### config.mk
export PLATFORM = sky130hd
export DESIGN_NAME = uart_fifo_sync
export DESIGN_NICKNAME = d
export VERILOG_FILES = /design/src/rtl/uart_fifo_sync.sv
export SDC_FILE = /design/constraint.sdc
export NUM_CORES = 1
export LEC_CHECK = 0
export ABC_CLOCK_PERIOD_IN_PS = 8200
export CORE_MARGIN = 2
export CORE_UTILIZATION = 60
export DETAILED_ROUTE_END_ITERATION = 8
export PLACE_DENSITY_LB_ADDON = 0.08
export SLEW_MARGIN = 30
export SYNTH_ARGS = -nofsm -noshare
export SYNTH_HDL_FRONTEND = slang
export SYNTH_SLANG_ARGS = --single-unit
### constraint.sdc
create_clock -name clock -period 8.2 [get_ports clock]
set_input_delay 0.82 -clock clock [delete_from_list [all_inputs] [get_ports clock]]
set_output_delay 0.82 -clock clock [all_outputs]
set_load 0.005 [all_outputs]
### src/rtl/uart_fifo_sync.sv
// Parametrised single-clock UART FIFO: threshold flag, sticky errors, flush.
// Define FIFO_FWFT_EN for first-word-fall-through reads.
module uart_fifo_sync #(
  parameter int WIDTH = 8,
  parameter int DEPTH = 128,
  parameter int ABITS = $clog2(DEPTH)
) (
  input  logic             clock,
  input  logic             reset,
  input  logic             flush,
  input  logic             clr_err,
  input  logic [WIDTH-1:0] data_in,
  input  logic             write_n,
  input  logic             read_n,
  input  logic [ABITS:0]   level,
  output logic [WIDTH-1:0] data_out,
  output logic [ABITS:0]   count,
  output logic             full,
  output logic             empty,
  output logic             half,
  output logic             overflow,
  output logic             underflow
);

  localparam logic [ABITS:0]   FULL_C = (ABITS+1)'(DEPTH);
  localparam logic [ABITS-1:0] LAST_C = ABITS'(DEPTH-1);

  logic [WIDTH-1:0] mem_q [DEPTH];
  logic [ABITS-1:0] wr_ptr_q, wr_ptr_d;
  logic [ABITS-1:0] rd_ptr_q, rd_ptr_d;
  logic [ABITS:0]   count_q, count_d;
  logic             ovf_q, ovf_d;
  logic             udf_q, udf_d;
  logic             rd_ok, wr_ok;
  logic             ovf_ev, udf_ev;

  assign full      = (count_q == FULL_C);
  assign empty     = (count_q == '0);
  assign half      = (count_q >= level);
  assign count     = count_q;
  assign overflow  = ovf_q;
  assign underflow = udf_q;

  // Flush swallows any same-cycle strobe, including its error events.
  always_comb begin
    rd_ok  = 1'b0;
    wr_ok  = 1'b0;
    ovf_ev = 1'b0;
    udf_ev = 1'b0;
    if (!flush) begin
      rd_ok  = !read_n && !empty;
      wr_ok  = !write_n && (!full || rd_ok);
      ovf_ev = !write_n && !wr_ok;
      udf_ev = !read_n && empty;
    end
  end

  always_comb begin
    wr_ptr_d = wr_ptr_q;
    rd_ptr_d = rd_ptr_q;
    count_d  = count_q;
    if (flush) begin
      wr_ptr_d = '0;
      rd_ptr_d = '0;
      count_d  = '0;
    end else begin
      if (wr_ok)
        wr_ptr_d = (wr_ptr_q == LAST_C) ? '0 : wr_ptr_q + 1'b1;
      if (rd_ok)
        rd_ptr_d = (rd_ptr_q == LAST_C) ? '0 : rd_ptr_q + 1'b1;
      unique case (1'b1)
        wr_ok && !rd_ok: count_d = count_q + 1'b1;
        rd_ok && !wr_ok: count_d = count_q - 1'b1;
        default:         count_d = count_q;
      endcase
    end
    ovf_d = ovf_ev || (ovf_q && !clr_err);
    udf_d = udf_ev || (udf_q && !clr_err);
  end

  always_ff @(posedge clock or posedge reset) begin
    if (reset) begin
      wr_ptr_q <= '0;
      rd_ptr_q <= '0;
      count_q  <= '0;
      ovf_q    <= 1'b0;
      udf_q    <= 1'b0;
    end else begin
      wr_ptr_q <= wr_ptr_d;
      rd_ptr_q <= rd_ptr_d;
      count_q  <= count_d;
      ovf_q    <= ovf_d;
      udf_q    <= udf_d;
    end
  end

  always_ff @(posedge clock) begin
    if (wr_ok)
      mem_q[wr_ptr_q] <= data_in;
  end

`ifdef FIFO_FWFT_EN
  assign data_out = mem_q[rd_ptr_q];
`else
  logic [WIDTH-1:0] dout_q, dout_d;

  always_comb begin
    dout_d = dout_q;
    if (rd_ok)
      dout_d = mem_q[rd_ptr_q];
  end

  always_ff @(posedge clock or posedge reset) begin
    if (reset)
      dout_q <= '0;
    else
      dout_q <= dout_d;
  end

  assign data_out = dout_q;
`endif

endmodule

Word-level counts from Yosys, hierarchy flattened
Memories as Yosys holds them, arrays and structs flattened. A register that Yosys moved wholly into a read port is not among the register bits. Cells that the tools add are included.

Memories kept: 1. RAM bits: 1024. Output and inout port bits: 21. Word-level logic and storage cells: 51. Input bits: 22. Register bits after elaboration: 24.

Memories: mem_q (depth 128, width 8, read ports 1, clocked after memory_dff 1, wr ports 1, line 28) `logic [WIDTH-1:0] mem_q [DEPTH];`.

Mux-type cells: 14. Order comparisons: 1. Reductions and logical operators: 23. $add $sub $neg: 4. Equality and inequality tests: 3.

Operators with widths (number): $mux 7 (6); $pmux 8 s2 (1); $add 7x1->7 const B (2); $eq 7x7->1 const B (2); $add 8x1->8 const B (1); $eq 8x8->1 const B (1); $ge 8x8->1 (1); $logic_and 1x1->1 (8); $logic_not 1->1 (8); $logic_not 8->1 (1); $mux 8 (1); $sub 8x1->8 const B (1); $mux 1 (6); $reduce_bool 2->1 (2); $logic_or 1x1->1 (3); $reduce_bool 3->1 (1).

Depth between registers and ports, before layout
Gate-level depths: netlist of the first run.

Depth in word-level cells: 10. Gate-level depth with buffers: 12. Mapped depth without buffers: 11.

Worst setup path before layout of the first run
No wires, ideal clock.

Kind: reg-to-reg. From: register count_q[5] (netlist: count[5]). To: register count_q[7] (netlist: count[7]). Path buffers: 0. Stages on the path, launching flop included: 12. Setup time: 0.064 ns. Path slack: 5.121 ns. Arrival time: 3.015 ns. Required time: 8.136 ns. Clock period less this slack: 3.079 ns. Cells stage by stage: dfrtp_1 > or4_4 > o31ai_4 > inv_4 > ha_1 > a41o_1 > nor2_1 > o2bb2ai_2 > a31oi_4 > or3_2 > a221oi_1 > a21o_1.

Word-level cells in the longest chain between the ends: 10. Elaborated cells on any way between the ends: 18. Those cells by class: add/sub (2); eq/ne (1); mux (4); reduce/logical (11).

RTL lines: start: declaration (line 31) `logic [ABITS:0] count_q, count_d;`; start signal: assignment (line 91) `count_q <= count_d;`; $logic_not 8->1 (line 38) `assign empty = (count_q == '0);`; $logic_not 1->1 (line 51) `rd_ok = !read_n && !empty;`; $logic_and 1x1->1 (line 51); $logic_or 1x1->1 (line 52) `wr_ok = !write_n && (!full || rd_ok);`; $logic_and 1x1->1 (line 52); $mux 1 (line 50) `if (!flush) begin`; $logic_not 1->1 (line 73) `rd_ok && !wr_ok: count_d = count_q - 1'b1;`; $logic_and 1x1->1 (line 73); $pmux 8 s2 (line 71) `unique case (1'b1)`; $mux 8 (line 62) `if (flush) begin`.

Parallel ways exist; a longest one is shown, timed or not. A chain may end at the register's enable or synchronous reset.

==> results of run 1 <==
[layout make-up]
class                      count  share of cell area
multi-input combinational    892               0.200
clock inverter                62              0.0151
timing repair buffer          77              0.0159
tap                          882              0.0238
inverter                      16             0.00135
antenna                        2            0.000108
clock buffer                 134              0.0628
sequential                  1056               0.681
[critical path, stage by stage, from the launching register on]
cell and delay [ns]:
dfrtp_4 0.93, buf_4 0.68, buf_4 0.61, or3b_2 0.61
o22ai_1 0.16, a211oi_1 0.54, a21oi_1 0.15, o2111ai_1 0.14
nand3_1 0.10
[logic make-up after synthesis]
logic type,synth area share
XOR/XNOR,0.00275
AO/OA/AOI/OAI,0.0389
buffers and inverters,0.0132
multiplexers,0.143
flip-flops,0.763
AND/OR/NAND/NOR,0.0347
adder cells (fa/ha/maj),0.00423
[through the flow]
stage | instances | setup slack, ns | area [um2] | power [mW]
after global placement | 2920 | 3.62 | 42700 | 8.53
after floorplan | 2081 | 5.12 | 41400 | 7.76
after global routing | 3119 | 3.71 | 46400 | 13.8
after CTS | 3117 | 4.06 | 46300 | 13.5
final | 3121 | 4.11 | 46400 | 13.4
after detailed placement | 2921 | 4.00 | 42700 | 8.55
[power groups by stage]
stage	Clock, mW	Sequential, mW	Combinational [mW]
after CTS	5.02	6.13	2.31
final	4.96	6.13	2.32
after floorplan	0	6.11	1.65
after global routing	5.23	6.14	2.45
after detailed placement	0	6.24	2.30
after global placement	0	6.24	2.29
[path summary, 6_finish.rpt]
path	from	end	slack, ns	cells past startpoint
max	rd_ptr_q[0]$_DFFE_PP0P_	data_out[3]$_DFFE_PP0P_	4.11	8
min	data_out[1]$_DFFE_PP0P_	data_out[1]$_DFFE_PP0P_	0.54	2
max reg2reg	rd_ptr_q[0]$_DFFE_PP0P_	data_out[3]$_DFFE_PP0P_	4.11	8
min reg2reg	data_out[1]$_DFFE_PP0P_	data_out[1]$_DFFE_PP0P_	0.54	2
max in group asynchronous	reset	rd_ptr_q[0]$_DFFE_PP0P_	7.20	3
min in group asynchronous	reset	count[5]$_DFFE_PP0P_	0.59	3
[cells in the mapped netlist (10+ instances only)]
| cell | instances |
|---|---|
| clkbuf_1 | 63 |
| mux4_2 | 216 |
| nor3_1 | 10 |
| a22o_1 | 15 |
| nor2b_1 | 12 |
| a21oi_1 | 28 |
| ha_1 | 14 |
| buf_2 | 31 |
| a22oi_1 | 49 |
| o21ai_0 | 24 |
| nor2_1 | 159 |
| o22ai_1 | 33 |
| mux2i_1 | 105 |
| a211oi_1 | 24 |
| dfrtp_1 | 32 |
| edfxtp_1 | 1024 |
| nand2_1 | 55 |
| inv_1 | 15 |
| nand3_1 | 37 |
| buf_1 | 21 |
[metal layers]
| layer | vias to the layer above | global-route usage |
|---|---|---|
| li1 | 8704 | - |
| met1 | 10876 | 0.416 |
| met2 | 1108 | 0.429 |
| met3 | 162 | 0.0807 |
| met4 | 0 | 0.0932 |
| met5 | - | 0 |
[cell usage in the layout (no fill, tap or decap), types with 7 or more instances in the layout]
master	n
nor2_1	159
clkinvlp_4	8
nand3_1	37
clkinv_2	18
o2111ai_1	8
nand2b_1	7
clkbuf_16	110
mux4_2	216
dfrtp_1	30
inv_1	15
a22o_1	15
o22ai_1	33
clkdlybuf4s50_1	34
a211o_1	8
a221oi_1	8
or2_2	7
nor2b_1	10
edfxtp_1	1024
clkinv_1	18
bufinv_16	15
nand2_1	54
ha_1	14
clkbuf_8	7
o21ai_0	24
a22oi_1	49
buf_4	37
nor4_1	7
o221ai_1	7
a21oi_1	28
nor3_1	9
mux2i_1	105
xnor2_1	7
clkbuf_1	17
a211oi_1	24
[flip-flops by register name, summed over array words and instances, names as in the netlist]
name       flops
count          8
data_out       8
mem_q       1024
overflow       1
rd_ptr_q       7
underflow      1
wr_ptr_q       7
==> flow_metrics.tcl, run 1 <==
set metrics [dict create \
    run_status "finished, final reports clean" \
    drt_pre_antenna_iters 5 \
    worst_ep_arrival_time_ns 4.63 \
    post_cts.repair.setup_buffers 0 \
    drive_gt1_frac 0.200 \
    route.layer.met1.wl_mm 39.9 \
    worst_slew_margin_rel 0.342 \
    cp.required_ns 8.74 \
    cp_max_fo 38 \
    power_report.internal_total_mw 10.1 \
    worst-slew-pin-transition_ns 0.988 \
    num-fill-cells 4300 \
    antenna_left 0 \
    setup.worst_path.class "reg2reg" \
    final.period_utilization 0.499 \
    cts_tree "yes" \
    die_width_um 267 \
    grt_antenna_before_repair 1 \
    clk_latency_ns 0.67 \
    grt-ovfl-total 0 \
    ctsHtreeMaxLevel 3 \
    synth_nets 2117 \
    fp.dieArea_um2 71100 \
    finalCoreUtilization 0.677 \
    timing.setup.tns_ns 0 \
    fp.coreArea_um2 68500 \
    initial_standard_cell_utilization_of_the_core 0.604 \
    yosysTopAreaCell "edfxtp_1" \
    multi_input_comb_area_um2 9290 \
    route.top_layer_used "met4" \
    drtIter0Drc 2493 \
    clockBufferDepth 3 \
    detailroute.via_count 20850 \
    postCtsResizedCells 0 \
    synthesis.area_per_instance_um2 19.9 \
    groute.usage.overall 0.287 \
    switchingPower_mw 3.36 \
    drc 0 \
    ys_warn_count 0 \
    hold_path_class "reg2reg" \
    seq_area_frac_synth 0.763 \
    power_density_nw_per_um2 289 \
    clock_power_share 0.370 \
    worstSetupStartpointType "flop" \
    number_of_nets_in_the_finished_design 2183 \
    gpl.final_weighted_congestion 0.925 \
    synth_cell_type_count 54 \
    cts.root.buffer_cell "clkbuf_16" \
    count_of_boundary_i_o_pins 43 \
    seq_power_share 0.457 \
    layout.area.seq_um2 31600 \
    timing.fmax_mhz 245 \
    cap_viol_max_count 0 \
    p_comb_frac 0.173 \
    hpwlAfterDp_mm 60.5 \
    area_delta_synth_final_pct 12.1 \
    synth_top_area_share 0.743 \
    finalHoldWorstSlack_ns 0.538 \
    synth-edff-count 1024 \
    ys_async_sr_fraction 0.0303 \
    io_buffer_count 42 \
    routed_via_density 6.68 \
    cts-hold-fix-buffers 0 \
    cts_inserted_buffers 104 \
    grt_pass1_wl_mm 145 \
    sw_frac_of_total 0.251 \
    timing.clock.skew_ns 0.0321 \
    cts.clk_slew.worst_paths_ns 0.06 \
    netlist_top_cells_area "edfxtp_1, mux4_2, mux2i_1" \
    synthesis.area_um2 41400 \
    final_period_minus_worst_setup_slack_ns 4.09 \
    leakage_nw 14.2 \
    floorplan_die_height_um 267 \
    route.met3.wl_mm 10.4 \
    routed_wire_length_per_instance_um 31.9 \
    grt_pass1_vias 20730 \
    report.final.setup_viol 0 \
    report.final.hold_viol_count 0 \
    endpoint_kind "flop" \
    cts_num_sinks 1056 \
    wirelength_mm 99.6 \
    dominantRegCellSynth "edfxtp_1" \
    largest_vdd_supply_drop_uv 229 \
    met2WireLength_mm 46.4 \
    grt_max_degree 131 \
    rsz0062_at_grt "no" \
    yosys_register_bits 1056 \
    report.final.slew_viol_count 0 \
    row_cnt 96 \
    netlist_instances 2081 \
]
No activity file was read; power rests on OpenSTA's default activity.
==> inputs of run 2 (changes only) <==
- ABC_CLOCK_PERIOD_IN_PS: 8200 -> 3600
- CORE_UTILIZATION: 60 -> 56
- clock period: 8.2 -> 3.6 ns (I/O delays scaled with it)
==> run 2 against run 1 <==
Compared with the run above:
- the run now ends with design-rule violations left
- worst setup slack lost 3.8 ns
- largest cell class unchanged
- sequential share of layout area decreased by 1.8 points
- total power rose by 130%
- first-iteration DRC count decreased by 13%
- sequential cell count stayed put
==> flow_metrics.tcl, run 2 (synthesis results as in run 1) <==
set metrics [dict create \
    largest_reg_flops 1024 \
    count_of_boundary_i_o_pins 43 \
    hold_path_class "in2async" \
    post_cts.repair.setup_buffers 0 \
    violations "design-rule violations" \
    rsz0062_at_grt "no" \
    cp.required_ns 4.20 \
    diodes 0 \
    timing.clock.skew_ns 0.0196 \
    timing.setup.tns_ns 0 \
    crit_path_cell_trace "or4_4, o31ai_4, inv_4, ha_1, a41o_1, nor2_1, o2bb2ai_2, a31oi_4, or3_2, a221oi_1, a21o_1" \
    cp-startpoint "count[5]$_DFFE_PP0P_" \
    seq_power_share 0.454 \
    largest-register "mem_q" \
    report.final.setup_viol 0 \
    hpwlAfterDp_mm 59.0 \
    area_delta_synth_final_pct 15.2 \
    r2r_slack_ns 0.28 \
    path_delay_family "compound AO/OA/AOI/OAI gates" \
    final_period_minus_worst_setup_slack_ns 3.32 \
    p_comb_frac 0.177 \
    power_report.internal_total_mw 22.8 \
    leakage_nw 15.0 \
    fp.dieArea_um2 76100 \
    worst_slew_margin_rel 0.351 \
    cts.clk_slew.worst_paths_ns 0.06 \
    wirelength_mm 95.4 \
    critPathBufInv 1 \
    reg2regPathDepth 11 \
    power_density_nw_per_um2 637 \
    run_status "finished, violations left" \
    io_buffer_count 42 \
    cts_tree "yes" \
    fp.coreArea_um2 73100 \
    sw_frac_of_total 0.247 \
    switchingPower_mw 7.49 \
    clk_latency_ns 0.68 \
    routed_wire_length_per_instance_um 28.5 \
    number_of_nets_in_the_finished_design 2340 \
    grt_pass1_vias 21088 \
    cp_max_fo 8 \
    finish.instance_area_um2 47600 \
    crit-reg2reg-capture "count[7]$_DFFE_PP0P_" \
    finalHoldWorstSlack_ns 0.102 \
    clock_power_share 0.368 \
    routed_via_density 6.23 \
    grt_pass1_wl_mm 140 \
    largest_vdd_supply_drop_uv 463 \
    finalPower_mw 30.3 \
    drtIter0Drc 2175 \
    cts_num_sinks 1056 \
    report.final.slew_viol_count 0 \
    dpl_cell_area_um2 44100 \
    clockBufferDepth 3 \
    worstSetupStartpointType "flop" \
    worst_path_largest_cell_delay_ns 0.60 \
    detailroute.via_count 20862 \
    drt_pre_antenna_iters 8 \
    drive_gt1_frac 0.246 \
    antenna_left 0 \
    gpl.final_weighted_congestion 0.827 \
    grt-ovfl-total 0 \
    most-common-layout-cells "edfxtp_1, mux4_2, buf_4" \
    drc 4 \
    row_cnt 99 \
    initial_standard_cell_utilization_of_the_core 0.566 \
    ctsHtreeMaxLevel 3 \
    grt_antenna_before_repair 1 \
    cts-hold-fix-buffers 0 \
    report.final.hold_viol_count 0 \
    final.period_utilization 0.922 \
    setup.worst_path.class "reg2reg" \
    groute.usage.overall 0.257 \
    worst_ep_arrival_time_ns 3.92 \
    die_width_um 276 \
    crit_path_top_delay_cell "or4_4" \
    cts_inserted_buffers 105 \
    floorplan_die_height_um 276 \
    grt_max_degree 129 \
    worst-slew-pin-transition_ns 0.974 \
    cap_viol_max_count 0 \
    mostFrequentLayoutCell "edfxtp_1" \
    r2r-start "count[5]$_DFFE_PP0P_" \
    cts.root.buffer_cell "clkbuf_16" \
    endpoint_kind "flop" \
    postCtsResizedCells 0 \
    timing.fmax_mhz 301 \
]
[run 2: cell types whose count changed in the layout (fill, tap and decap cells not counted), moves of 3 or more]
cell and change:
buf_4 +147, clkbuf_1 +8, clkbuf_8 -3, clkbuf_16 -4
clkinv_2 -5, clkinvlp_4 -5, buf_12 +10
[run 2: layer usage]
| layer | wire length [um] | vias to the layer above | GRT usage |
|---|---|---|---|
| met3 | 7780 | 150 | 0.0489 |
| met4 | 2500 | 2 | 0.0720 |
| met2 | 44800 | 870 | 0.394 |
| li1 | - | 9022 | - |
| met1 | 40300 | 10818 | 0.384 |
| met5 | 13 | - | 0 |
[run 2: cell type report]
class                           count  area (um2)
Clock buffer                      135        2800
Clock inverter                     55         744
Fill cell                        4939       25500
Inverter                           16        62.6
Multi-Input combinational cell    892        9270
Sequential cell                  1056       31600
Tap cell                          959        1200
Timing Repair Buffer              233        2000
[run 2: per-stage QoR]
stage           util  std cells  setup WS (ns)
2_1_floorplan      -       2081          0.521
3_3_place_gp   0.603       3156          0.251
3_5_place_dp   0.603       3156          0.183
4_1_cts        0.652       3346          0.270
5_1_grt        0.652       3346         0.0867
6_report       0.652       3346          0.279
[run 2: worst min-delay path, cell delays in order]
cell and delay [ns]:
clkdlybuf4s50_1 0.39, inv_1 0.05, buf_4 0.41
[run 2: worst max path at each step]
stage,to,slack [ns],cells past startpoint
after global placement,count[7]$_DFFE_PP0P_,0.25,12
after global routing,count[7]$_DFFE_PP0P_,0.09,11
final,count[7]$_DFFE_PP0P_,0.28,11
after CTS,count[7]$_DFFE_PP0P_,0.27,11
after detailed placement,count[7]$_DFFE_PP0P_,0.18,12
after floorplan,count[7]$_DFFE_PP0P_,0.52,11
[run 2: power by group through the flow]
stage,registers (mW),clock network [mW],logic [mW]
after floorplan,13.9,0,3.76
after global placement,14.0,0,5.42
after detailed placement,14.0,0,5.46
after CTS,13.8,11.3,5.48
after global routing,13.8,11.8,5.78
final,13.8,11.2,5.38
